<file path="src/rtl/cr_auth_pkg.sv">
// cr_auth_pkg: shared types, default key and response function for the
// challenge-response link (used by the client and the server-side checker).
package cr_auth_pkg;

    typedef enum logic [2:0] {
        CR_IDLE,
        CR_COMPUTE,
        CR_SEND,
        CR_WAIT,
        CR_LOCKED
    } cr_client_state_t;

    localparam logic [3:0] CR_KEY_DEFAULT = 4'b1100;

    // Generic 32-bit form so callers of any width up to 32 can share it
    function automatic logic [31:0] cr_response(input logic [31:0] challenge, input logic [31:0] key);
        return challenge ^ key;
    endfunction

endpackage

</file>
<file path="src/rtl/cr_wait_timer.sv">
// cr_wait_timer: counts cycles while enabled and flags expiry in the
// TIMEOUT-th enabled cycle; clear returns the count to zero.
module cr_wait_timer #(
    parameter int TIMEOUT = 16
) (
    input  logic clk,
    input  logic reset,
    input  logic clear,
    input  logic en,
    output logic expired
);

    localparam int CW = $clog2(TIMEOUT);

    logic [CW-1:0] cnt_q, cnt_d;

    assign expired = en && (cnt_q == CW'(TIMEOUT - 1));

    always_comb begin
        cnt_d = clear ? '0 : (en && !expired) ? cnt_q + CW'(1) : cnt_q;
    end

    always_ff @(posedge clk or posedge reset) begin
        if (reset) cnt_q <= '0;
        else       cnt_q <= cnt_d;
    end

endmodule

</file>
<file path="src/rtl/challenge_response_client.sv">
// challenge_response_client: token-side responder; answers challenge ^ key,
// counts consecutive failures and locks out. Optional macro CR_CLIENT_TIMEOUT_EN.
import cr_auth_pkg::*;

module challenge_response_client #(
    parameter int           W        = 4,
    parameter logic [W-1:0] KEY_INIT = W'(CR_KEY_DEFAULT),
    parameter int           MAX_FAIL = 3,
    parameter int           TIMEOUT  = 16
) (
    input  logic                          clk,
    input  logic                          reset,
    input  logic                          chal_valid,
    input  logic [W-1:0]                  challenge,
    output logic                          chal_ready,
    output logic [W-1:0]                  response,
    output logic                          resp_valid,
    input  logic                          resp_ready,
    input  logic                          auth_valid,
    input  logic                          auth_ok,
    output logic                          auth_pass,
    input  logic                          key_load,
    input  logic [W-1:0]                  key_in,
    input  logic                          clear_lock,
    output logic                          locked,
    output logic                          busy,
    output logic [$clog2(MAX_FAIL+1)-1:0] fail_count
);

    localparam int FW = $clog2(MAX_FAIL + 1);

    cr_client_state_t state_q, state_d;
    logic [W-1:0]     chal_q, chal_d;
    logic [W-1:0]     resp_q, resp_d;
    logic [W-1:0]     key_q, key_d;
    logic [FW-1:0]    fail_q, fail_d, fail_inc;
    logic             pass_q, pass_d;
    logic             timeout;

`ifdef CR_CLIENT_TIMEOUT_EN
    cr_wait_timer #(.TIMEOUT(TIMEOUT)) u_wait_timer (
        .clk     (clk),
        .reset   (reset),
        .clear   (state_q != CR_WAIT),
        .en      (state_q == CR_WAIT),
        .expired (timeout)
    );
`else
    // No timer: WAIT ends only on a verdict (the expression is constant false)
    assign timeout = (TIMEOUT < 0);
`endif

    assign fail_inc = (fail_q == FW'(MAX_FAIL)) ? fail_q : fail_q + FW'(1);

    always_comb begin
        state_d = state_q;
        chal_d  = chal_q;
        resp_d  = resp_q;
        key_d   = key_q;
        fail_d  = fail_q;
        pass_d  = 1'b0;
        if (key_load && (state_q == CR_IDLE || state_q == CR_LOCKED))
            key_d = key_in;
        case (state_q)
            CR_IDLE: begin
                if (chal_valid) begin
                    chal_d  = challenge;
                    state_d = CR_COMPUTE;
                end
            end
            CR_COMPUTE: begin
                resp_d  = W'(cr_response(32'(chal_q), 32'(key_q)));
                state_d = CR_SEND;
            end
            CR_SEND: begin
                if (resp_ready) state_d = CR_WAIT;
            end
            CR_WAIT: begin
                // A real verdict wins over a timeout in the same cycle
                if (auth_valid && auth_ok) begin
                    fail_d  = '0;
                    pass_d  = 1'b1;
                    state_d = CR_IDLE;
                end else if (auth_valid || timeout) begin
                    fail_d  = fail_inc;
                    state_d = (fail_inc == FW'(MAX_FAIL)) ? CR_LOCKED : CR_IDLE;
                end
            end
            CR_LOCKED: begin
                if (clear_lock) begin
                    fail_d  = '0;
                    state_d = CR_IDLE;
                end
            end
            default: state_d = CR_IDLE;
        endcase
    end

    always_ff @(posedge clk or posedge reset) begin
        if (reset) begin
            state_q <= CR_IDLE;
            chal_q  <= '0;
            resp_q  <= '0;
            key_q   <= KEY_INIT;
            fail_q  <= '0;
            pass_q  <= 1'b0;
        end else begin
            state_q <= state_d;
            chal_q  <= chal_d;
            resp_q  <= resp_d;
            key_q   <= key_d;
            fail_q  <= fail_d;
            pass_q  <= pass_d;
        end
    end

    assign chal_ready = (state_q == CR_IDLE);
    assign resp_valid = (state_q == CR_SEND);
    assign response   = resp_q;
    assign auth_pass  = pass_q;
    assign locked     = (state_q == CR_LOCKED);
    assign busy       = (state_q == CR_COMPUTE) || (state_q == CR_SEND) || (state_q == CR_WAIT);
    assign fail_count = fail_q;

endmodule

</file>
<file path="config.mk">
export PLATFORM = sky130hd
export DESIGN_NAME = challenge_response_client
export DESIGN_NICKNAME = d
export VERILOG_FILES = /design/src/rtl/cr_auth_pkg.sv /design/src/rtl/cr_wait_timer.sv /design/src/rtl/challenge_response_client.sv
export SDC_FILE = /design/constraint.sdc
export NUM_CORES = 1
export LEC_CHECK = 0
export BUFFER_PORTS_ARGS = -buffer_cell sky130_fd_sc_hd__buf_2
export CAP_MARGIN = 20
export CORE_MARGIN = 2
export CORE_UTILIZATION = 52
export CTS_CLUSTER_DIAMETER = 80
export DETAILED_ROUTE_END_ITERATION = 7
export GPL_TIMING_DRIVEN = 1
export PLACE_DENSITY_LB_ADDON = 0.08
export REMOVE_ABC_BUFFERS = 1
export SLEW_MARGIN = 20
export SYNTH_ARGS = -nofsm -noshare
export SYNTH_HDL_FRONTEND = slang
export SYNTH_SLANG_ARGS = --single-unit
</file>
<file path="constraint.sdc">
create_clock -name clk -period 4.1 [get_ports clk]
set_input_delay 0.615 -clock clk [delete_from_list [all_inputs] [get_ports clk]]
set_output_delay 0.615 -clock clk [all_outputs]
set_load 0.02 [all_outputs]
</file>
# == Yosys cells after proc, flatten, opt, wreduce, memory -nomap -nowiden ==
# Cells that the tools add are included.
# classes
addsub,1
n_eq_ne,10
mux,14
bitwise,1
reduce_logical,10
# op_table
cell,n
3-bit two-way mux,6
3-bit case mux with 5 select lines,1
2-bit two-way mux,4
3-bit by 2-bit equality test with 1-bit output (second input constant),2
2-bit equality test (second input constant),2
2-bit != test (second input constant),2
2-bit case mux with 2 select lines,1
4-bit AND reduction,1
4-bit XOR,1
3-bit by 1-bit equality test with 1-bit output (second input constant),1
3-bit equality test (second input constant),1
3-bit zero test,1
1-bit logical OR,3
3-bit != test (second input constant),1
3-bit AND reduction,1
2-bit by 1-bit adder with 2-bit output (second input constant),1
1-bit logical AND,2
1-bit two-way mux,2
2-bit by 1-bit != test with 1-bit output (second input constant),1
2-bit AND reduction,1
2-bit nonzero test,1
# totals
register_bits,18
inputBits,16

# == Logic depth before layout (Yosys ltp) ==
# Gate-level depths: netlist of the first run.
# depth
word_depth,7
depth_mapped,6

# == Worst setup path before layout of the first run ==
# No wires, ideal clock.
# synth_path
path_kind,reg-to-output
from,register state_q[0]
to,output port resp_valid
t_arrival_ps,1032
slack_ps,2453
stages_incl_launch_ff,3
path_buffers,1
path_cell_list,dfrtp_1 -> buf_4 -> nor3b_1
# synth_via
elab_chain_len,1
# synth_lines
item,line,rtl
start: declaration,challenge_response_client.sv:32,"cr_client_state_t state_q, state_d;"
start signal: assignment,challenge_response_client.sv:108,state_q <= state_d;
3-bit by 2-bit equality test with 1-bit output,challenge_response_client.sv:118,assign resp_valid = (state_q == CR_SEND);
end: declaration,challenge_response_client.sv:17,"output logic resp_valid,"
# No other way between the ends.

# == Worst setup path after layout of the first run ==
# layout_path
from,register state_q[1]
to,output port locked
# layout_via
elab_chain_len,1
# layout_lines
item,line,rtl
3-bit equality test,challenge_response_client.sv:121,assign locked = (state_q == CR_LOCKED);
end: declaration,challenge_response_client.sv:25,"output logic locked,"
# No other way between the ends.

==> run metrics, run 1 <==
Max Freq=0.504 GHz; Seq/Total Area, Yosys=a little over half; global route overflow=0; port buffer count=26; multi-input logic area=367 um^2; clk_skew=0.00165 ns; CP startpoint=state_q[1]; final setup vio count=0; dominant cell type by area after synthesis=dfrtp_1; Syn-to-layout area delta=18.7%; layout cells sized above 1=51.0%; Initial Util=56.2%; Post-synth EDFFs=0; Final Hold Viols=0; Worst Path Required=approximately 3.5 ns; die area=slightly below 2000 um^2; crit path kind=flop to primary output; Netlist Area Pre-Place=857 um^2; MaxCap Viol Count=0; gr usage total=between 15 and 20%; Slew HR=between 50% and 60%; initial antenna violation count=0; Slowest-stage cell, CP=dfrtp_1; vias in the first global route=549; YS warnings=0; # IOs=27; worst reg2reg setup slack=2.64 ns; Yosys cell types=27; Setup TNS=0 ns; Clk Tree Root Cell=clkbuf_4; worst r2r path cells=2; outcome=finished clean; crit path to=locked; crit path DAT=1.37 ns; share of the synthesized area in the top cell type=46.7%; # DRC=0; global-route wire length before repair=2470 um; core area=1520 um^2; Worst-Skew Late Latency=0.29 ns; hold crit path type=primary input to async pin; routability cong.=0.779; Crit. End Element=primary output; CP max stage delay=0.54 ns; Tot Pwr=0.784 mW; Final ANT Viol Nets=0; Mapped Cells=69; ys flop type=dfrtp_1; most frequent cell after synthesis=dfrtp_1; clk sink count=18; Die Width=approximately 45 um; flops & latches, synth=18; Post-CTS Setup Bufs=0; Die Ht=44.6 um; RSZ-0062 raised after global routing=no; FF-to-FF End=chal_q[3]; final WL=1530 um; worst reg2reg startpoint=state_q[2]; PwrDens=slightly below 800 nW/um^2; Period minus WS final=1.98 ns; Post-synth top cells=dfrtp_1 (16), mux2_2 (8), nor2_1 (6); # fillers=around 130; fin nets=113; register area=453 um^2; Via density=5.21; Post-CTS Hold Fix Bufs=0; Num CTS Buffers=3; Clock Tree Buf Depth=2; Max VDD drop=0.000405 V; Max Slew Vio Count=0; row count=14; startpoint class of the critical path=flop; WL/cell=13.6 um; period utilisation layout=between 40% and 50%; worst-path cell chain=nor2_4, nand2_1, inv_1, buf_2; Post-synth ARST share=100%; via count=583; CTS clk-pin slew, worst paths=about 0.1 ns; dominant cells by area after synthesis=dfrtp_1 (47%), mux2_2 (11%), dfstp_2 (6.1%); PostCTS Resize Cnt=0; largest net degree at the start of global routing=19; LEAKAGE=0.481 nW; TritonRoute pass-1 iters=3; Slew @ Worst Pin=a little under 0.7 ns; H-tree Lvls=1; diode count=0; Mean Syn Cell Area=12.4 um^2; CTS tree=done; initial drt markers=6; Crit Path Max Fanout=10
==> metal layers <==
layer | share of wire (%) | GRT usage [%] | vias to the layer above
met4 | 1.4 | 9.09 | 0
li1 | - | - | 293
met2 | 45 | 26.7 | 17
met1 | 50 | 23.9 | 269
met5 | 0 | 0 | -
met3 | 4.4 | 2.45 | 4
==> power by group <==
part           internal (mW)  total, mW  switching, mW
clock network         0.0541      0.107         0.0527
registers              0.267      0.350         0.0829
logic                  0.166      0.328          0.161
total                  0.487      0.784          0.297
==> state kept, by name, indices dropped and copies added (netlist names) <==
| name | cells |
|---|---|
| auth_pass | 1 |
| state_q | 3 |
| chal_q | 4 |
| fail_count | 2 |
| key_q | 4 |
| response | 4 |
==> final cells by class <==
class | count | area share, %
flip-flops and latches | 18 | 44.5
inverters | 3 | 1.11
multi-input cells | 45 | 36.0
repair buffers | 26 | 12.8
clock buffers | 4 | 3.57
well taps | 16 | 1.97
==> worst max-delay path: cells and delay by family, from the launching register on <==
| family | cells | cell delay, ns |
|---|---|---|
| flip-flops | 1 | 0.54 |
| buffers and inverters | 2 | 0.28 |
| AND/OR/NAND/NOR | 2 | 0.26 |
==> worst min-delay path by stage <==
stage	start	end	slack, ns
after floorplan	chal_q[0]	chal_q[0]	0.50
after global placement	response[2]	response[2]	0.50
after detailed placement	response[2]	response[2]	0.51
after CTS	reset	state_q[0]	0.42
after global routing	reset	response[0]	0.46
final	reset	state_q[1]	0.41
==> logic make-up (layout without fill, tap and decap cells) <==
group	Yosys count	in the layout	share of synthesized area [%]
XOR/XNOR	4	4	4.09
buffers and inverters	6	33	4.38
flip-flops	18	18	52.8
AND/OR/NAND/NOR	21	21	17.8
multiplexers	10	10	13.4
AO/OA/AOI/OAI	10	10	7.45
==> layout by cell type, fill, tap and decap left out, drive strengths merged, types with 2 or more instances in the layout <==
cell | synthesis | final
a21oi | 5 | 5
and2 | 2 | 2
buf | 3 | 26
clkbuf | 0 | 4
dfrtp | 16 | 16
dfstp | 2 | 2
inv | 3 | 3
mux2 | 9 | 9
nand2 | 2 | 2
nor2 | 8 | 8
nor3 | 2 | 2
nor3b | 2 | 2
o21ai | 2 | 2
xnor2 | 4 | 4
==> stage by stage <==
step | instances | instance area [um^2] | hold WS (ns) | worst slack [ns] | utilization [%]
after floorplan | 66 | 831 | 0.502 | 2.37 | -
after global placement | 108 | 981 | 0.501 | 2.49 | 64.4
after detailed placement | 108 | 981 | 0.512 | 2.45 | 64.4
after CTS | 112 | 1020 | 0.425 | 2.11 | 66.7
after global routing | 112 | 1020 | 0.464 | 2.03 | 66.7
final | 112 | 1020 | 0.415 | 2.12 | 66.7
(Power assumes the default switching activity.)
==> inputs of run 2 (changes only) <==
--- a/config.mk
+++ b/config.mk
@@ -8,7 +8,7 @@
 export BUFFER_PORTS_ARGS = -buffer_cell sky130_fd_sc_hd__buf_2
 export CAP_MARGIN = 20
 export CORE_MARGIN = 2
-export CORE_UTILIZATION = 52
+export CORE_UTILIZATION = 44
 export CTS_CLUSTER_DIAMETER = 80
 export DETAILED_ROUTE_END_ITERATION = 7
 export GPL_TIMING_DRIVEN = 1
==> constraint.sdc (replaced) <==
create_clock -name clk -period 1.69 [get_ports clk]
set_input_delay 0.2535 -clock clk [delete_from_list [all_inputs] [get_ports clk]]
set_output_delay 0.2535 -clock clk [all_outputs]
set_load 0.02 [all_outputs]
==> run metrics, run 2 (synthesis results as in run 1) <==
Max Slew Vio Count=0; sequential share of power=45.0%; Die Ht=a little under 50 um; clk sink count=18; CTS clk-pin slew, worst paths=0.10 ns; hold crit path type=primary input to async pin; diode count=0; Num CTS Buffers=3; Worst-Skew Late Latency=0.29 ns; outcome=finished clean; Via density=4.90; largest net degree at the start of global routing=19; TritonRoute pass-1 iters=4; Die Width=48.1 um; Max Freq=0.641 GHz; crit path DAT=1.31 ns; CP startpoint=state_q[0]; Worst Path Required=between 1 and 1.5 ns; # fillers=167; Final ANT Viol Nets=0; fin nets=113; Syn-to-layout area delta=20.3%; final setup vio count=0; Period minus WS final=1.56 ns; Clock Tree Buf Depth=2; Max VDD drop=0.000840 V; crit path kind=flop to primary output; worst reg2reg setup slack=around 0.24 ns; port buffer count=26; # DRC=0; Clk Tree Root Cell=clkbuf_4; Initial Util=48.1%; utilization after layout=57.8%; leading cell type in the layout, fill and taps excluded=buf_2; worst reg2reg startpoint=state_q[2]; core area=~1800 um^2; placed inst area=just under 1000 um^2; LEAKAGE=0.479 nW; H-tree Lvls=1; die area=2320 um^2; row count=15; Combinational Power Share=41.3%; vias in the first global route=522; period utilisation layout=about 92%; FF-to-FF End=chal_q[0]; Final Hold Viols=0; sw frac=37.3%; routability cong.=0.849; initial drt markers=6; worst r2r path cells=2; internal power=1.19 mW; hpwl dp=1110 um; Crit Path Max Fanout=10; Tot Pwr=1.89 mW; # IOs=27; CTS tree=done; via count=593; Crit. End Element=primary output; Post-CTS Hold Fix Bufs=0; cell area after layout=1030 um^2; startpoint class of the critical path=flop; most frequent cells in the layout=buf_2 (26), dfrtp_1 (14), mux2_2 (8); gr usage total=16.0%; global route overflow=0; Psw=0.707 mW; layout cells sized above 1=around 53%; RSZ-0062 raised after global routing=no; final WL=1430 um; PwrDens=about 1800 nW/um^2; initial antenna violation count=0; clk_skew=0.00557 ns; Slew @ Worst Pin=~0.65 ns; clock group share of total power=between 10% and 20%; global-route wire length before repair=around 2400 um; Slew HR=56.8%; WL/cell=11.8 um; MaxCap Viol Count=0; Setup TNS=0 ns; final hold slack=0.0325 ns
==> run 2: cell counts in the layout (fill, tap and decap cells not counted) <==
Identical to the previous run, type by type.
==> run 2: timing repair <==
item | in CTS | in global routing
resized for setup | 0 | 2
buffers inserted | 0 | 0
setup endpoints to repair | 0 | 1
==> run 2: critical path, cell delays in order, from the launching register on <==
cell     delay, ns
dfrtp_2       0.50
nor2_4        0.17
nand2_1       0.08
inv_1         0.10
buf_2         0.17
==> run 2: how the worst max path moves through the flow <==
stage / end / depth (start not counted)
finish: locked / 4
global placement: chal_q[0] / 2
global route: locked / 4
floorplan: resp_valid / 1
detailed placement: chal_q[3] / 2
CTS: locked / 4
==> run 2: final cells by class <==
class	count	area, um^2	area share (%)
repair buffers	26	130	12.6
multi-input cells	45	367	35.6
inverters	3	11.3	1.09
flip-flops and latches	18	455	44.2
clock buffers	4	36.3	3.52
well taps	25	31.3	3.03
==> run 2: per-layer routing <==
layer | track usage [%] | part of all wire (%)
met1 | 23.9 | 50
met2 | 20.0 | 41
met3 | 4.81 | 6.3
met4 | 9.73 | 2.4
met5 | 0 | 0
==> run 2: per-stage QoR <==
| stage | instances | setup slack [ns] |
|---|---|---|
| after detailed placement | 117 | 0.227 |
| after global placement | 117 | 0.266 |
| after CTS | 121 | 0.0557 |
| final | 121 | 0.131 |
| after global routing | 121 | 0.0312 |
| after floorplan | 66 | 0.326 |
==> run 2: power by group through the flow <==
stage	sequential [mW]	combinational, mW	clock [mW]
floorplan	0.912	0.510	0
global placement	0.847	0.781	0
detailed placement	0.858	0.794	0
CTS	0.850	0.798	0.275
global route	0.896	0.862	0.290
finish	0.852	0.782	0.261
==> inputs of run 3 (changes only) <==
==> constraint.sdc (replaced) <==
create_clock -name clk -period 1.4 [get_ports clk]
set_input_delay 0.21 -clock clk [delete_from_list [all_inputs] [get_ports clk]]
set_output_delay 0.21 -clock clk [all_outputs]
set_load 0.02 [all_outputs]
==> run metrics, run 3 (synthesis results as in run 1) <==
outcome=finished with violations; violated checks=setup timing; register area=457 um^2; # DRC=0; Num CTS Buffers=3; Max Freq=0.697 GHz; sequential share of power=36.1%; Psw=about 1.0 mW; Setup TNS=-0.156 ns; Final Hold Viols=0; CTS clk-pin slew, worst paths=0.10 ns; clk_skew=0.00747 ns; period utilisation layout=102%; via count=roughly 660; Period minus WS final=1.43 ns; final WL=1820 um; MaxCap Viol Count=0; Clock Tree Buf Depth=2; largest net degree at the start of global routing=19; multi-input logic area=410 um^2; layout cells sized above 1=around two thirds; # IOs=27; vias in the first global route=around 640; Slowest-stage cell, CP=dfrtp_2; Max VDD drop=0.00105 V; LEAKAGE=0.589 nW; internal power=roughly 1.8 mW; Slew HR=83.6%; Die Width=about 48 um; H-tree Lvls=1; CP max stage delay=0.46 ns; most frequent cells in the layout=buf_2 (22), dfrtp_1 (13), buf_4 (11); initial antenna violation count=0; Clk Tree Root Cell=clkbuf_4; port buffer count=26; Worst Path Required=1.58 ns; WL/cell=13.3 um; hpwl dp=1220 um; gr usage total=19.0%; row count=15; Finished Layout Cells=137; worst setup margin=-0.0350 ns; clock group share of total power=11.4%; WHS Path Cells=2; hold crit path type=primary input to flop; Syn-to-layout area delta=45.5%; # fillers=around 130; final setup vio count=7; startpoint class of the critical path=flop; core area=1780 um^2; worst r2r path cells=4; TritonRoute pass-1 iters=4; crit path DAT=1.61 ns; fin nets=129; utilization after layout=70.0%; DP Cell Count=122; PwrDens=2220 nW/um^2; Initial Util=48.1%; sw frac=36.0%; Via density=4.81; global-route wire length before repair=2990 um; routability cong.=0.813; Die Ht=48.1 um; Slew @ Worst Pin=~0.25 ns; Crit. End Element=flop; RSZ-0062 raised after global routing=yes; Worst-Skew Late Latency=roughly 0.29 ns; initial drt markers=6; worst-path cell chain=buf_4, nor4b_4, buf_6, mux2_4; diode count=0; Crit Path Max Fanout=5; CTS tree=done; Final ANT Viol Nets=0; Combinational Power Share=about 53%; clk sink count=18; crit path kind=flop to flop; leading cell type in the layout, fill and taps excluded=buf_2; die area=2320 um^2; global route overflow=0; Max Slew Vio Count=0
## run 3: per-stage QoR
step / power, mW / instance area [um^2] / hold slack [ns] / setup slack, ns
2_1_floorplan: 1.72 / 831 / 0.147 / 0.0594
3_3_place_gp: 2.03 / 1030 / 0.234 / 0.0295
3_5_place_dp: 2.07 / 1030 / 0.245 / -0.00756
4_1_cts: 2.65 / 1200 / 0.103 / -0.0591
5_1_grt: 2.97 / 1250 / 0.122 / -0.0826
6_report: 2.77 / 1250 / 0.129 / -0.0350
## run 3: worst paths after layout
path | startpoint | to | slack (ns)
worst max-delay path | state_q[0] | chal_q[2] | -0.03
worst min-delay path | clear_lock | state_q[2] | 0.13
max in group asynchronous | reset | key_q[2] | 0.68
min in group asynchronous | reset | chal_q[1] | 0.46
worst min register to register | response[3] | response[3] | 0.53
worst max register to register | state_q[0] | chal_q[2] | -0.03
## run 3: what timing repair did
item / 4_1_cts / 5_1_grt
endpoints found under the hold margin: 16 / 0
endpoints found under the setup margin: 7 / 10
resized for setup: 18 / 9
hold buffers: 1 / 0
pin swaps: 5 / 4
setup buffers: 7 / 3
## run 3: cell type report
type | instances | area share [%]
multi-input combinational | 45 | 32.9
tap | 25 | 2.51
clock buffer | 4 | 2.91
inverter | 3 | 0.903
sequential | 18 | 36.6
timing repair buffer | 42 | 24.2
## run 3: power groups by stage
stage	Sequential, mW	Clock [mW]	Combinational, mW
6_report	1.00	0.317	1.46
3_5_place_dp	1.01	0	1.05
2_1_floorplan	1.10	0	0.616
4_1_cts	0.996	0.324	1.33
5_1_grt	1.04	0.350	1.58
3_3_place_gp	1.00	0	1.03
## run 3: layer usage
layer	up-vias	part of all wire [%]	wire [um]	global-route usage [%]
met1	312	45	817	26.3
met3	2	4.2	77	2.59
met5	-	0	0	0
li1	328	-	-	-
met4	0	0.55	10	8.11
met2	17	50	915	29.9
## run 3: critical path: cells and delay by family, from the launching register on
family / cells / cell delay, ns
DFF: 1 / 0.46
buffers and inverters: 2 / 0.31
muxes: 1 / 0.30
and+or+nand+nor: 1 / 0.25
